### config.mk
export PLATFORM = sky130hd
export DESIGN_NAME = line_error_multiband
export DESIGN_NICKNAME = d
export VERILOG_FILES = /design/src/rtl/line_error_multiband.sv
export SDC_FILE = /design/constraint.sdc
export NUM_CORES = 1
export LEC_CHECK = 0
export ABC_AREA = 1
export CAP_MARGIN = 20
export CORE_MARGIN = 2
export CORE_UTILIZATION = 50
export CTS_CLUSTER_DIAMETER = 60
export DETAILED_ROUTE_END_ITERATION = 12
export PLACE_DENSITY_LB_ADDON = 0.25
export SLEW_MARGIN = 0
export SYNTH_ARGS = -nofsm -noshare
export SYNTH_HDL_FRONTEND = slang
export SYNTH_SLANG_ARGS = --single-unit
### constraint.sdc
create_clock -name clk -period 12.15 [get_ports clk]
set_input_delay 2.43 -clock clk [delete_from_list [all_inputs] [get_ports clk]]
set_output_delay 2.43 -clock clk [all_outputs]
set_load 0.1 [all_outputs]
### src/rtl/line_error_multiband.sv
// Multi-band line-follower error extractor: per-band centroid of above-threshold
// pixels inside an ROI, reported as a signed offset from the image centre column.
module line_error_multiband #(
    parameter int unsigned IMAGE_WIDTH  = 320,
    parameter int unsigned IMAGE_HEIGHT = 240,
    parameter int unsigned NUM_BANDS    = 4,
    parameter int unsigned ROI_X_MIN    = 106,
    parameter int unsigned ROI_X_MAX    = 210,
    parameter int unsigned ROI_Y_MIN    = 109,
    parameter int unsigned ROI_Y_MAX    = 228,
    parameter int unsigned MIN_PIXELS   = 8,
    parameter int unsigned ERR_WIDTH    = 16,
    localparam int unsigned BIDX_W      = (NUM_BANDS > 1) ? $clog2(NUM_BANDS) : 1
) (
    input  logic                        clk,
    input  logic                        reset,
    input  logic [11:0]                 pixel,
    input  logic                        valid,
    input  logic                        startofpacket,
    input  logic [1:0]                  channel_sel,
    input  logic [3:0]                  threshold,
    output logic signed [ERR_WIDTH-1:0] band_error,
    output logic [BIDX_W-1:0]           band_index,
    output logic                        band_found,
    output logic                        band_valid,
    output logic                        frame_done,
    output logic                        overrun
);
    localparam int unsigned COL_W    = $clog2(IMAGE_WIDTH);
    localparam int unsigned ROW_W    = $clog2(IMAGE_HEIGHT);
    localparam int unsigned BAND_H   = (ROI_Y_MAX - ROI_Y_MIN + 1) / NUM_BANDS;
    localparam int unsigned BAND_PIX = (ROI_X_MAX - ROI_X_MIN + 1) * BAND_H;
    localparam int unsigned CNT_W    = $clog2(BAND_PIX) + 1;
    localparam int unsigned SUM_W    = COL_W + CNT_W;
    localparam int unsigned IT_W     = $clog2(SUM_W);

    typedef enum logic [1:0] {StIdle, StAccum, StDivide, StOutput} state_t;
    state_t state_q, state_d;

    logic [COL_W-1:0]  col_q, cur_col;
    logic [ROW_W-1:0]  row_q, cur_row, end_row;
    logic              in_frame_q, sop_beat, beat, hit, in_roi, hit_roi, close;
    logic [BIDX_W-1:0] band_cnt_q, band_eff;
    logic [SUM_W-1:0]  x_sum_q, sum_in;
    logic [CNT_W-1:0]  cnt_q, cnt_in;

    logic [SUM_W-1:0]  div_q_q;
    logic [CNT_W-1:0]  div_rem_q, div_den_q, rem_nx;
    logic [CNT_W:0]    rem_sh, rem_sub;
    logic              rem_ge, div_found_q;
    logic [BIDX_W-1:0] div_band_q;
    logic [IT_W-1:0]   iter_q;

    logic              pend_v_q;
    logic [SUM_W-1:0]  pend_sum_q;
    logic [CNT_W-1:0]  pend_cnt_q;
    logic [BIDX_W-1:0] pend_band_q;

    logic                 load_new, load_pend, store_pend, emit, set_ovr;
    logic [ERR_WIDTH-1:0] err_calc;

    logic [ERR_WIDTH-1:0] band_error_q;
    logic [BIDX_W-1:0]    band_index_q;
    logic                 band_found_q, band_valid_q, frame_done_q, overrun_q;

    assign sop_beat = valid && startofpacket;
    assign beat     = valid && (sop_beat || in_frame_q);
    assign cur_col  = sop_beat ? '0 : col_q;
    assign cur_row  = sop_beat ? '0 : row_q;
    assign band_eff = sop_beat ? '0 : band_cnt_q;

    always_comb begin
        hit = 1'b0;
        unique case (channel_sel)
            2'b00: hit = pixel[11:8] >= threshold;
            2'b01: hit = pixel[7:4] >= threshold;
            2'b10: hit = pixel[3:0] >= threshold;
            2'b11: hit = (pixel[11:8] >= threshold) || (pixel[7:4] >= threshold) ||
                         (pixel[3:0] >= threshold);
        endcase
    end

    assign in_roi  = (cur_col >= COL_W'(ROI_X_MIN)) && (cur_col <= COL_W'(ROI_X_MAX)) &&
                     (cur_row >= ROW_W'(ROI_Y_MIN)) && (cur_row <= ROW_W'(ROI_Y_MAX));
    assign hit_roi = beat && in_roi && hit;
    assign end_row = ROW_W'(ROI_Y_MIN + BAND_H - 1) + ROW_W'(BAND_H) * ROW_W'(band_eff);
    assign close   = beat && (cur_col == COL_W'(ROI_X_MAX)) && (cur_row == end_row);

    // The closing beat's own hit is folded into the operands handed to the divider.
    assign sum_in = (sop_beat ? '0 : x_sum_q) + (hit_roi ? SUM_W'(cur_col) : '0);
    assign cnt_in = (sop_beat ? '0 : cnt_q) + {{(CNT_W-1){1'b0}}, hit_roi};

    assign rem_sh  = {div_rem_q, div_q_q[SUM_W-1]};
    assign rem_sub = rem_sh - {1'b0, div_den_q};
    assign rem_ge  = rem_sh >= {1'b0, div_den_q};
    assign rem_nx  = rem_ge ? rem_sub[CNT_W-1:0] : rem_sh[CNT_W-1:0];

    assign err_calc = ERR_WIDTH'(IMAGE_WIDTH / 2) - ERR_WIDTH'(div_q_q);

    always_ff @(posedge clk) begin
        if (reset) state_q <= StIdle;
        else       state_q <= state_d;
    end

    always_comb begin
        state_d    = state_q;
        load_new   = 1'b0;
        load_pend  = 1'b0;
        store_pend = 1'b0;
        emit       = 1'b0;
        set_ovr    = 1'b0;
        if (sop_beat) begin
            // Frame restart aborts any in-flight divide without a strobe.
            state_d = StAccum;
            if (close) begin
                load_new = 1'b1;
                state_d  = StDivide;
            end
        end else begin
            unique case (state_q)
                StIdle: state_d = StIdle;
                StAccum: begin
                    if (close) begin
                        load_new = 1'b1;
                        state_d  = StDivide;
                    end
                end
                StDivide: begin
                    if (iter_q == IT_W'(SUM_W - 1)) state_d = StOutput;
                    if (close) begin
                        set_ovr    = 1'b1;
                        store_pend = !pend_v_q;
                    end
                end
                StOutput: begin
                    emit = 1'b1;
                    if (div_band_q == BIDX_W'(NUM_BANDS - 1)) begin
                        state_d = StIdle;
                    end else if (pend_v_q) begin
                        load_pend  = 1'b1;
                        store_pend = close;
                        state_d    = StDivide;
                    end else if (close) begin
                        load_new = 1'b1;
                        state_d  = StDivide;
                    end else begin
                        state_d = StAccum;
                    end
                end
                default: state_d = StIdle;
            endcase
        end
    end

    always_ff @(posedge clk) begin
        if (reset) begin
            col_q      <= '0;
            row_q      <= '0;
            in_frame_q <= 1'b0;
            band_cnt_q <= '0;
            x_sum_q    <= '0;
            cnt_q      <= '0;
        end else if (beat) begin
            if (cur_col == COL_W'(IMAGE_WIDTH - 1)) begin
                col_q      <= '0;
                row_q      <= cur_row + 1'b1;
                in_frame_q <= (cur_row != ROW_W'(IMAGE_HEIGHT - 1));
            end else begin
                col_q      <= cur_col + 1'b1;
                row_q      <= cur_row;
                in_frame_q <= 1'b1;
            end
            if (close) begin
                x_sum_q    <= '0;
                cnt_q      <= '0;
                band_cnt_q <= (band_eff == BIDX_W'(NUM_BANDS - 1)) ? '0 : band_eff + 1'b1;
            end else begin
                x_sum_q    <= sum_in;
                cnt_q      <= cnt_in;
                band_cnt_q <= band_eff;
            end
        end
    end

    always_ff @(posedge clk) begin
        if (reset) begin
            div_q_q     <= '0;
            div_rem_q   <= '0;
            div_den_q   <= '0;
            div_found_q <= 1'b0;
            div_band_q  <= '0;
            iter_q      <= '0;
            pend_v_q    <= 1'b0;
            pend_sum_q  <= '0;
            pend_cnt_q  <= '0;
            pend_band_q <= '0;
        end else begin
            if (load_new || load_pend) begin
                div_q_q     <= load_new ? sum_in : pend_sum_q;
                div_den_q   <= load_new ? cnt_in : pend_cnt_q;
                div_band_q  <= load_new ? band_eff : pend_band_q;
                div_found_q <= load_new ?
                    ((cnt_in >= CNT_W'(MIN_PIXELS)) && (cnt_in != '0)) :
                    ((pend_cnt_q >= CNT_W'(MIN_PIXELS)) && (pend_cnt_q != '0));
                div_rem_q   <= '0;
                iter_q      <= '0;
            end else if (state_q == StDivide) begin
                div_q_q   <= {div_q_q[SUM_W-2:0], rem_ge};
                div_rem_q <= rem_nx;
                iter_q    <= iter_q + 1'b1;
            end
            if (load_pend || sop_beat) pend_v_q <= 1'b0;
            if (store_pend) begin
                pend_v_q    <= 1'b1;
                pend_sum_q  <= sum_in;
                pend_cnt_q  <= cnt_in;
                pend_band_q <= band_eff;
            end
        end
    end

    always_ff @(posedge clk) begin
        if (reset) begin
            band_error_q <= '0;
            band_index_q <= '0;
            band_found_q <= 1'b0;
            band_valid_q <= 1'b0;
            frame_done_q <= 1'b0;
            overrun_q    <= 1'b0;
        end else begin
            band_valid_q <= emit;
            frame_done_q <= emit && (div_band_q == BIDX_W'(NUM_BANDS - 1));
            if (set_ovr) overrun_q <= 1'b1;
            if (emit) begin
                band_error_q <= div_found_q ? err_calc : '0;
                band_index_q <= div_band_q;
                band_found_q <= div_found_q;
            end
        end
    end

    assign band_error = band_error_q;
    assign band_index = band_index_q;
    assign band_found = band_found_q;
    assign band_valid = band_valid_q;
    assign frame_done = frame_done_q;
    assign overrun    = overrun_q;
endmodule

==> results by stage, run 1 <==
Place:
- The half-perimeter wire length after detailed placement is 18700 microns.
- Routability-driven placement finished with a final weighted congestion of 0.900.
- Port buffering added 43 buffers.
- After detailed placement, the total cell area comes to 10800 sq um.
- The number of instances in the placed design is 1836.
- Before CTS, the worst setup slack after placement is 5.00 ns.

Logic synthesis:
- Synthesis instantiated 49 different standard cells from the library.
- After synthesis, the cell types taking the most area are sky130_fd_sc_hd__dfxtp_1, sky130_fd_sc_hd__nand2_1, sky130_fd_sc_hd__a21oi_1.
- The cell area that synthesis handed to floorplanning was 10400 sq um.
- The share of the synthesized area in the top cell type is 33.3%.
- The total nets after synthesis is 1655.
- The warning count from the yosys run is 0.
- Synthesis produced a netlist whose cell count is 1586.
- The leading area contributor after synthesis is sky130_fd_sc_hd__dfxtp_1.
- For this run, the leading register cell type out of synthesis is sky130_fd_sc_hd__dfxtp_1.
- The synthesized design contains 173 register bits.
- For this run, the register share of the synthesized area comes to 33.3%.
- In this run the mean area of a mapped cell was 6.55 sq um.
- Of all flip-flops after synthesis, the portion carrying an async set or reset was 0%.
- The number of synthesized flops with an enable pin is 0.

Global route:
- Global routing used 31.6% of the available met1 tracks.
- The first-pass GRT wire length is 44600 microns.
- The global-route congestion overflow total is 0.
- The global routing stage identified its most utilized layer as met2.
- The maximum number of pins on one net before global-route repair is 64.
- The number of antenna violations at the first check in global routing is 0.
- The total global routing track utilization is 24.6%.
- The via count of the first global-routing pass came to 9417.
- The met2 routing resource usage after global routing is 43.0%.
- The met3 demand-to-capacity share in global routing is 3.93%.

Floorplanning:
- The area of the core is 20300 sq um.
- The die covers 21900 sq um.
- 44 I/O pins were placed.
- The horizontal extent of the die is 148 microns.
- After floorplanning, the core was divided into 52 placement rows.
- The die is 148 microns tall.
- Once the floorplan was initialized, standard cells occupied 51.2% of the core.

Routing:
- Dividing the detail-routed via count by the number of cells gives 5.41.
- The residual antenna-violating net count after detailed routing is 0.
- The total wire length is 26800 microns.
- The count of unresolved DRC violations after routing is 0.
- The DRC marker count from the first detailed-route iteration is 754.
- After detailed routing, the average wire length per cell comes to 14.3 microns.
- The first-pass iteration count of the detailed router is 6.
- The total number of vias is 10100.

CTS:
- The H-tree generated during clock tree synthesis spans 4 levels.
- The clock tree from TritonCTS is done.
- At the later pin of the worst-skew pair, clock insertion delay measures 0.43 ns.
- Clock tree synthesis found a total of 173 sinks.
- The number of hold buffers added after CTS is 0.
- Post-CTS repair changed the size of 0 cells.
- The maximum buffer depth of the clock tree is 2.
- Once the clock tree was built, the setup fixing pass inserted 0 buffers.
- In this run, CTS created clock tree buffers numbering 17.
- The cell chosen for the clock root is sky130_fd_sc_hd__clkbuf_16.
- The clock slew seen by the registers of the worst setup and hold paths is 0.07 ns.

Power:
- The leakage power is 4.75 nW.
- Power comes to 1.24 mW.
- Net switching is 26.0% of the power.
- In this run, the combinational gates consume 8.3% of the power.
- Internal power comes to 0.916 mW.
- For this design the ratio of total power to cell area is 108 nW/um^2.
- The power spent charging and discharging nets is 0.322 mW.
- The worst vdd rail ir drop is 76.8 uV.
- The clock share of power is 44.8%.
- Per report_power, the sequential group accounts for 47.0% of the total.

Worst setup path:
- Of all nets on the critical path, the largest fanout is 45.
- The arrival time at the worst endpoint is 7.12 ns.
- The type of the worst setup path is in2reg.
- The worst setup path is captured at a register.
- The required time at the endpoint of the critical path is 12.44 ns.
- STA classifies the critical path startpoint as an input port.

Timing:
- The period utilization is 56.2%.
- The time the final worst path needs with I/O delays and setup is 6.82 ns.
- The count of final setup violators is 0.
- The number of slew-limit violations in the final report is 0.
- Setup repair after global routing left no endpoint under its margin.
- The hold violation total from the final report is 0.
- Measured against its own limit, the worst slew margin works out to 33.4%.
- Across the routed clock network, the largest skew measured is 0.00930 ns.
- Derived from the worst setup path, the maximum achievable clock frequency is 0.147 GHz.
- The final worst hold slack is 0.450 ns.
- The least setup slack across all paths after layout is 5.33 ns.
- At the pin with the least slew margin, the transition time is 0.996 ns.
- The sum of negative setup slack is 0 ns.

Finish:
- 0 antenna diodes ended up in the layout.
- The most common cell after layout, fill and taps aside is sky130_fd_sc_hd__nand2_1.
- The post-route netlist has 4.94% of its cells at a drive strength greater than 1.
- The top cell types in the final layout, fill and taps aside, are sky130_fd_sc_hd__nand2_1, sky130_fd_sc_hd__inv_1, sky130_fd_sc_hd__dfxtp_1.
- The final standard cell area without fillers is 11500 sq um.
- The final layout net count is 1655.
- Once layout is complete, the utilization of the core stands at 56.5%.
- Compared with the post-synthesis result, the final layout area differs by 10.4%.
- For this run, the number of standard cells in the final layout without fillers is 1869.

Hold path:
- The worst hold path belongs to the class reg2reg.

Flow run:
- The count of max-cap constraint violations is 0.

Status:
- The flow ran to the end, and the final reports show no timing, DRC or antenna violations.
[worst max-delay path, stage by stage]
cell and delay [ns]:
sky130_fd_sc_hd__clkdlybuf4s50_1 0.46, sky130_fd_sc_hd__nand2_4 0.44, sky130_fd_sc_hd__inv_2 0.41, sky130_fd_sc_hd__nor2_1 0.37, sky130_fd_sc_hd__inv_1 0.12, sky130_fd_sc_hd__ha_1 0.20, sky130_fd_sc_hd__a21oi_1 0.12, sky130_fd_sc_hd__a21oi_1 0.08
sky130_fd_sc_hd__o21ai_0 0.15, sky130_fd_sc_hd__nand4_1 0.12, sky130_fd_sc_hd__nor2_1 0.14, sky130_fd_sc_hd__nand3_2 0.17, sky130_fd_sc_hd__nor2_1 0.14, sky130_fd_sc_hd__ha_1 0.19, sky130_fd_sc_hd__fa_1 0.23, sky130_fd_sc_hd__nand2_1 0.07
sky130_fd_sc_hd__nand2_1 0.06, sky130_fd_sc_hd__o21ai_0 0.19, sky130_fd_sc_hd__o21ai_0 0.32, sky130_fd_sc_hd__nand2_1 0.14, sky130_fd_sc_hd__nand2_2 0.13, sky130_fd_sc_hd__nand2_1 0.07, sky130_fd_sc_hd__nand2_1 0.08, sky130_fd_sc_hd__nand2_1 0.05
sky130_fd_sc_hd__nand3_1 0.09, sky130_fd_sc_hd__a21oi_1 0.09
[synthesized netlist by cell type, types with 4 or more instances]
library cell and n:
sky130_fd_sc_hd__nor4_1 7, sky130_fd_sc_hd__buf_4 5, sky130_fd_sc_hd__a31oi_1 6, sky130_fd_sc_hd__nor2_4 4
sky130_fd_sc_hd__xor2_1 19, sky130_fd_sc_hd__nor2_1 164, sky130_fd_sc_hd__buf_6 6, sky130_fd_sc_hd__nor3_1 17
sky130_fd_sc_hd__nand4_1 31, sky130_fd_sc_hd__nand3_2 5, sky130_fd_sc_hd__or2_2 6, sky130_fd_sc_hd__o21ai_0 120
sky130_fd_sc_hd__nand2_1 381, sky130_fd_sc_hd__o211ai_1 17, sky130_fd_sc_hd__o21ai_1 13, sky130_fd_sc_hd__xnor2_1 12
sky130_fd_sc_hd__clkbuf_1 34, sky130_fd_sc_hd__inv_1 179, sky130_fd_sc_hd__nand3_1 104, sky130_fd_sc_hd__dfxtp_1 173
sky130_fd_sc_hd__nor2_2 7, sky130_fd_sc_hd__ha_1 45, sky130_fd_sc_hd__a21oi_1 160, sky130_fd_sc_hd__nand2_2 8
sky130_fd_sc_hd__inv_2 5, sky130_fd_sc_hd__buf_2 22
[power by group through the flow]
stage	sequential (mW)	clock (mW)	combinational, mW
after floorplan	0.595	0	0.0710
after global placement	0.594	0	0.0982
after detailed placement	0.595	0	0.0998
after CTS	0.582	0.561	0.100
after global routing	0.583	0.585	0.115
final	0.582	0.554	0.102
[layout make-up]
type	instances	area, sq um
Clock buffer	19	433
Clock inverter	13	156
Fill cell	1985	8840
Inverter	186	698
Multi-Input combinational cell	1158	5870
Sequential cell	173	3460
Tap cell	270	338
Timing Repair Buffer	50	500
[final timing paths]
path	depth (start not counted)	from	to	slack [ns]
hold / removal	2	pend_sum_q[4]	pend_sum_q[4]	0.45
hold reg to reg	2	pend_sum_q[4]	pend_sum_q[4]	0.45
setup reg to reg	24	row_q[0]	div_q_q[14]	8.37
setup / recovery	26	valid	div_q_q[14]	5.33
[sequential cells by signal, indices dropped and copies added, names as in the netlist, 2 cells and up]
name,count
band_error,16
col_q,9
pend_band_q,2
div_den_q,13
row_q,8
pend_cnt_q,13
cnt_q,13
div_rem_q,13
div_band_q,2
pend_sum_q,22
div_q_q,22
x_sum_q,22
iter_q,5
band_cnt_q,2
state_q,2
band_index,2
[metal layers]
layer	share of wire, %	vias to the layer above
met2	48	198
met5	0	-
met1	47	4701
li1	-	5187
met3	3.8	30
met4	1.5	0
[logic make-up after synthesis]
family	after synthesis	synth area share (%)
AOI/OAI and AO/OA	336	17.2
xor gates and xnor gates	31	2.61
adders and majority gates	47	5.81
buffers and inverters	255	10.1
DFF	173	33.3
other	1	0.0361
and+or+nand+nor	743	30.9
(Power assumes the default switching activity.)
==> run 2: changes to the inputs <==
- clock period: 12.15 -> 6.7 ns (I/O delays scaled with it)
==> run 2 against run 1 <==
Sequential cell count did not move. Via count is 0.12% lower. Count of clock-buffer cells in the layout rose by 2. Non-clock buffer count is 4 higher. Total power grew 78%. Clock skew up 0.0014 ns. Critical path type unchanged. Largest cell class unchanged. Highest routed layer unchanged.
==> results by stage, run 2 (same netlist as run 1, synthesis figures left out) <==
Status:
- The flow ran to the end, and the final reports show no timing, DRC or antenna violations.

Floorplanning:
- The area of the core is 20300 sq um (unchanged).
- The die height is 148 microns (unchanged).
- The top-level I/O count is 44 (unchanged).
- The total die area is 21900 sq um (unchanged).
- The horizontal extent of the die is 148 microns (unchanged).
- The initial cell density of the core is 51.2% (unchanged).
- The floorplan row count is 52 (unchanged).

Timing:
- The worst path uses 75.6% of the clock period.
- The count of final setup violators is 0 (unchanged).
- The measured slew at the worst slew-check pin is 0.997 ns (+0.000874 ns).
- The number of slew-limit violations in the final report is 0 (unchanged).
- The sum of negative setup slack is 0 ns (unchanged).
- The final worst hold slack is 0.449 ns (-0.000995 ns).
- For the finished layout, the period the worst path requires is 5.07 ns.
- The hold violation total from the final report is 0 (unchanged).
- The clock skew after layout is 0.0107 ns (+0.00142 ns).
- The remaining max-slew budget at the tightest pin is 33.3% (-0.058 points).
- Setup repair after global routing left no endpoint under its margin.
- Based on the critical path, the design can be clocked at up to 0.197 GHz.

Routing:
- The residual antenna-violating net count after detailed routing is 0 (unchanged).
- The post-detailed-route wirelength per cell was 14.0 microns (-2.1%).
- The first-pass iteration count of the detailed router is 7 (+1).
- The count of unresolved DRC violations after routing was 0 (unchanged).
- The total wire length came to 26300 microns (-1.8%).
- The total number of vias was 10100 (-0.12%).
- The DRC marker count from the first detailed-route iteration is 744 (-1.3%).
- The detailed-route vias per instance was 5.39 (-0.33%).

Worst setup path:
- The kind of end point of the critical path is a register.
- The required time at the endpoint of the critical path is 7.01 ns (-5.43 ns).
- The largest fanout of any net on the critical path is 24 (-47%).
- The worst setup path is launched from an input port.
- The arrival time at the worst endpoint is 5.38 ns (-1.74 ns).
- The type of the worst setup path is in2reg.

Hold path:
- The worst hold path belongs to the class reg2reg.

Global route:
- The maximum number of pins on one net before global-route repair is 51 (-20%).
- The number of antenna violations at the first check in global routing was 0 (unchanged).
- The global routing met1 resource utilization is 32.4% (+0.79 points).
- The met3 demand-to-capacity share in global routing is 3.80% (-0.12 points).
- The first-pass GRT wire length is 44400 microns (-0.33%).
- The total global routing track utilization is 24.5% (-0.056 points).
- The via count of the first global-routing pass is 9257 (-1.7%).
- The global-route congestion overflow total came to 0 (unchanged).
- The busiest layer in global routing is met2.
- The met2 routing resource usage after global routing is 41.9% (-1.2 points).

Place:
- The half-perimeter wire length after detailed placement is 18600 microns (-0.67%).
- The global placement routability congestion came to 0.892 (-0.87%).
- The number of buffers inserted by port buffering is 43 (unchanged).

CTS:
- The number of buffers created by CTS is 17 (unchanged).
- The buffers inserted during post-CTS setup optimization is 0 (unchanged).
- The maximum buffer depth of the clock tree is 2 (unchanged).
- The number of hold buffers added after CTS is 0 (unchanged).
- The post-cts resize count is 0 (unchanged).
- The clock latency at the later pin of the worst-skew pair was 0.43 ns (about the same).
- The cell chosen for the clock root is sky130_fd_sc_hd__clkbuf_16.
- The number of clock sinks is 173 (unchanged).
- TritonCTS built the clock tree.
- The number of levels the H-tree was split into came to 4 (unchanged).
- The clock slew seen by the registers of the worst setup and hold paths came to 0.07 ns (about the same).

Finish:
- The area added between synthesis and finish is 10.4% (about the same).
- The final layout net count was 1659 (+0.24%).
- The number of antenna repair diodes is 0 (unchanged).
- The ratio of cells with drive above 1 in the final layout came to 5.18% (+0.24 points).
- Leaving out fill and tap cells, the most frequent cell in the layout is sky130_fd_sc_hd__nand2_1.
- The largest registers in the layout are div_q_q (22), pend_sum_q (22), x_sum_q (22).
- The library cells used most frequently in the layout, excluding fill and tap cells, are sky130_fd_sc_hd__nand2_1, sky130_fd_sc_hd__inv_1, sky130_fd_sc_hd__dfxtp_1.

Power:
- The worst vdd rail ir drop is 168 uV (+120%).
- The leakage power is 4.77 nW (+0.27%).
- The power per cell area was 192 nW/um^2 (+78%).

Flow run:
- The count of max-cap constraint violations is 0 (unchanged).
run 2: cell count changes in the layout (fill, tap and decap cells not counted), sizes merged:
| cell | delta |
|---|---|
| clkbuf | +2 |
| bufinv | -2 |
| clkinv | -1 |
| inv | +2 |
| clkinvlp | -1 |
| buf | +4 |
run 2: final timing paths:
check | end | start | cells past startpoint | slack [ns]
setup / recovery | pend_sum_q[20] | valid | 24 | 1.63
hold / removal | pend_sum_q[4] | pend_sum_q[4] | 2 | 0.45
setup reg to reg | div_q_q[18] | row_q[0] | 23 | 2.91
hold reg to reg | pend_sum_q[4] | pend_sum_q[4] | 2 | 0.45
run 2: stage by stage:
| step | worst slack, ns | util (%) | power (mW) | instances | area [sq um] |
|---|---|---|---|---|---|
| 6_report | 1.63 | 56.5 | 2.20 | 1873 | 11500 |
| 5_1_grt | 1.13 | 56.5 | 2.29 | 1873 | 11500 |
| 4_1_cts | 1.70 | 56.3 | 2.21 | 1872 | 11400 |
| 3_5_place_dp | 1.29 | 53.6 | 1.26 | 1840 | 10900 |
| 3_3_place_gp | 1.41 | 53.6 | 1.26 | 1840 | 10900 |
| 2_1_floorplan | 2.07 | - | 1.21 | 1586 | 10400 |
run 2: layer usage:
metal,vias to the layer above,share of wire [%]
li1,5201,-
met1,4638,47
met2,230,47
met3,35,3.6
met4,0,1.8
met5,-,0
run 2: critical path: stages:
cell and delay, ns:
sky130_fd_sc_hd__clkdlybuf4s50_1 0.46, sky130_fd_sc_hd__nand2_4 0.24, sky130_fd_sc_hd__buf_4 0.36, sky130_fd_sc_hd__nand2_1 0.21, sky130_fd_sc_hd__nor4_1 0.39, sky130_fd_sc_hd__nand2_1 0.10, sky130_fd_sc_hd__nand4_1 0.12, sky130_fd_sc_hd__nor2_1 0.06
sky130_fd_sc_hd__nand3_2 0.14, sky130_fd_sc_hd__nor2_1 0.06, sky130_fd_sc_hd__ha_1 0.22, sky130_fd_sc_hd__fa_1 0.42, sky130_fd_sc_hd__nand2_1 0.08, sky130_fd_sc_hd__nand2_1 0.05, sky130_fd_sc_hd__o21ai_0 0.22, sky130_fd_sc_hd__o21ai_0 0.24
sky130_fd_sc_hd__nand2_1 0.14, sky130_fd_sc_hd__nand2_2 0.10, sky130_fd_sc_hd__nand2_1 0.08, sky130_fd_sc_hd__nand2_1 0.06, sky130_fd_sc_hd__nand2_1 0.07, sky130_fd_sc_hd__nand2_1 0.06, sky130_fd_sc_hd__o211ai_1 0.10, sky130_fd_sc_hd__inv_1 0.06
run 2: where the power goes:
part	internal (mW)	switching [mW]	leakage [nW]	total (mW)
logic	0.0608	0.126	3.10	0.186
registers	1.04	0.0124	1.40	1.05
clock network	0.508	0.449	0.273	0.957
total	1.61	0.587	4.77	2.20
run 2: area by class of cell:
class	count	area (sq um)
Clock buffer	21	460
Clock inverter	11	100
Fill cell	2018	8840
Inverter	186	698
Multi-Input combinational cell	1158	5870
Sequential cell	173	3460
Tap cell	270	338
Timing Repair Buffer	54	531
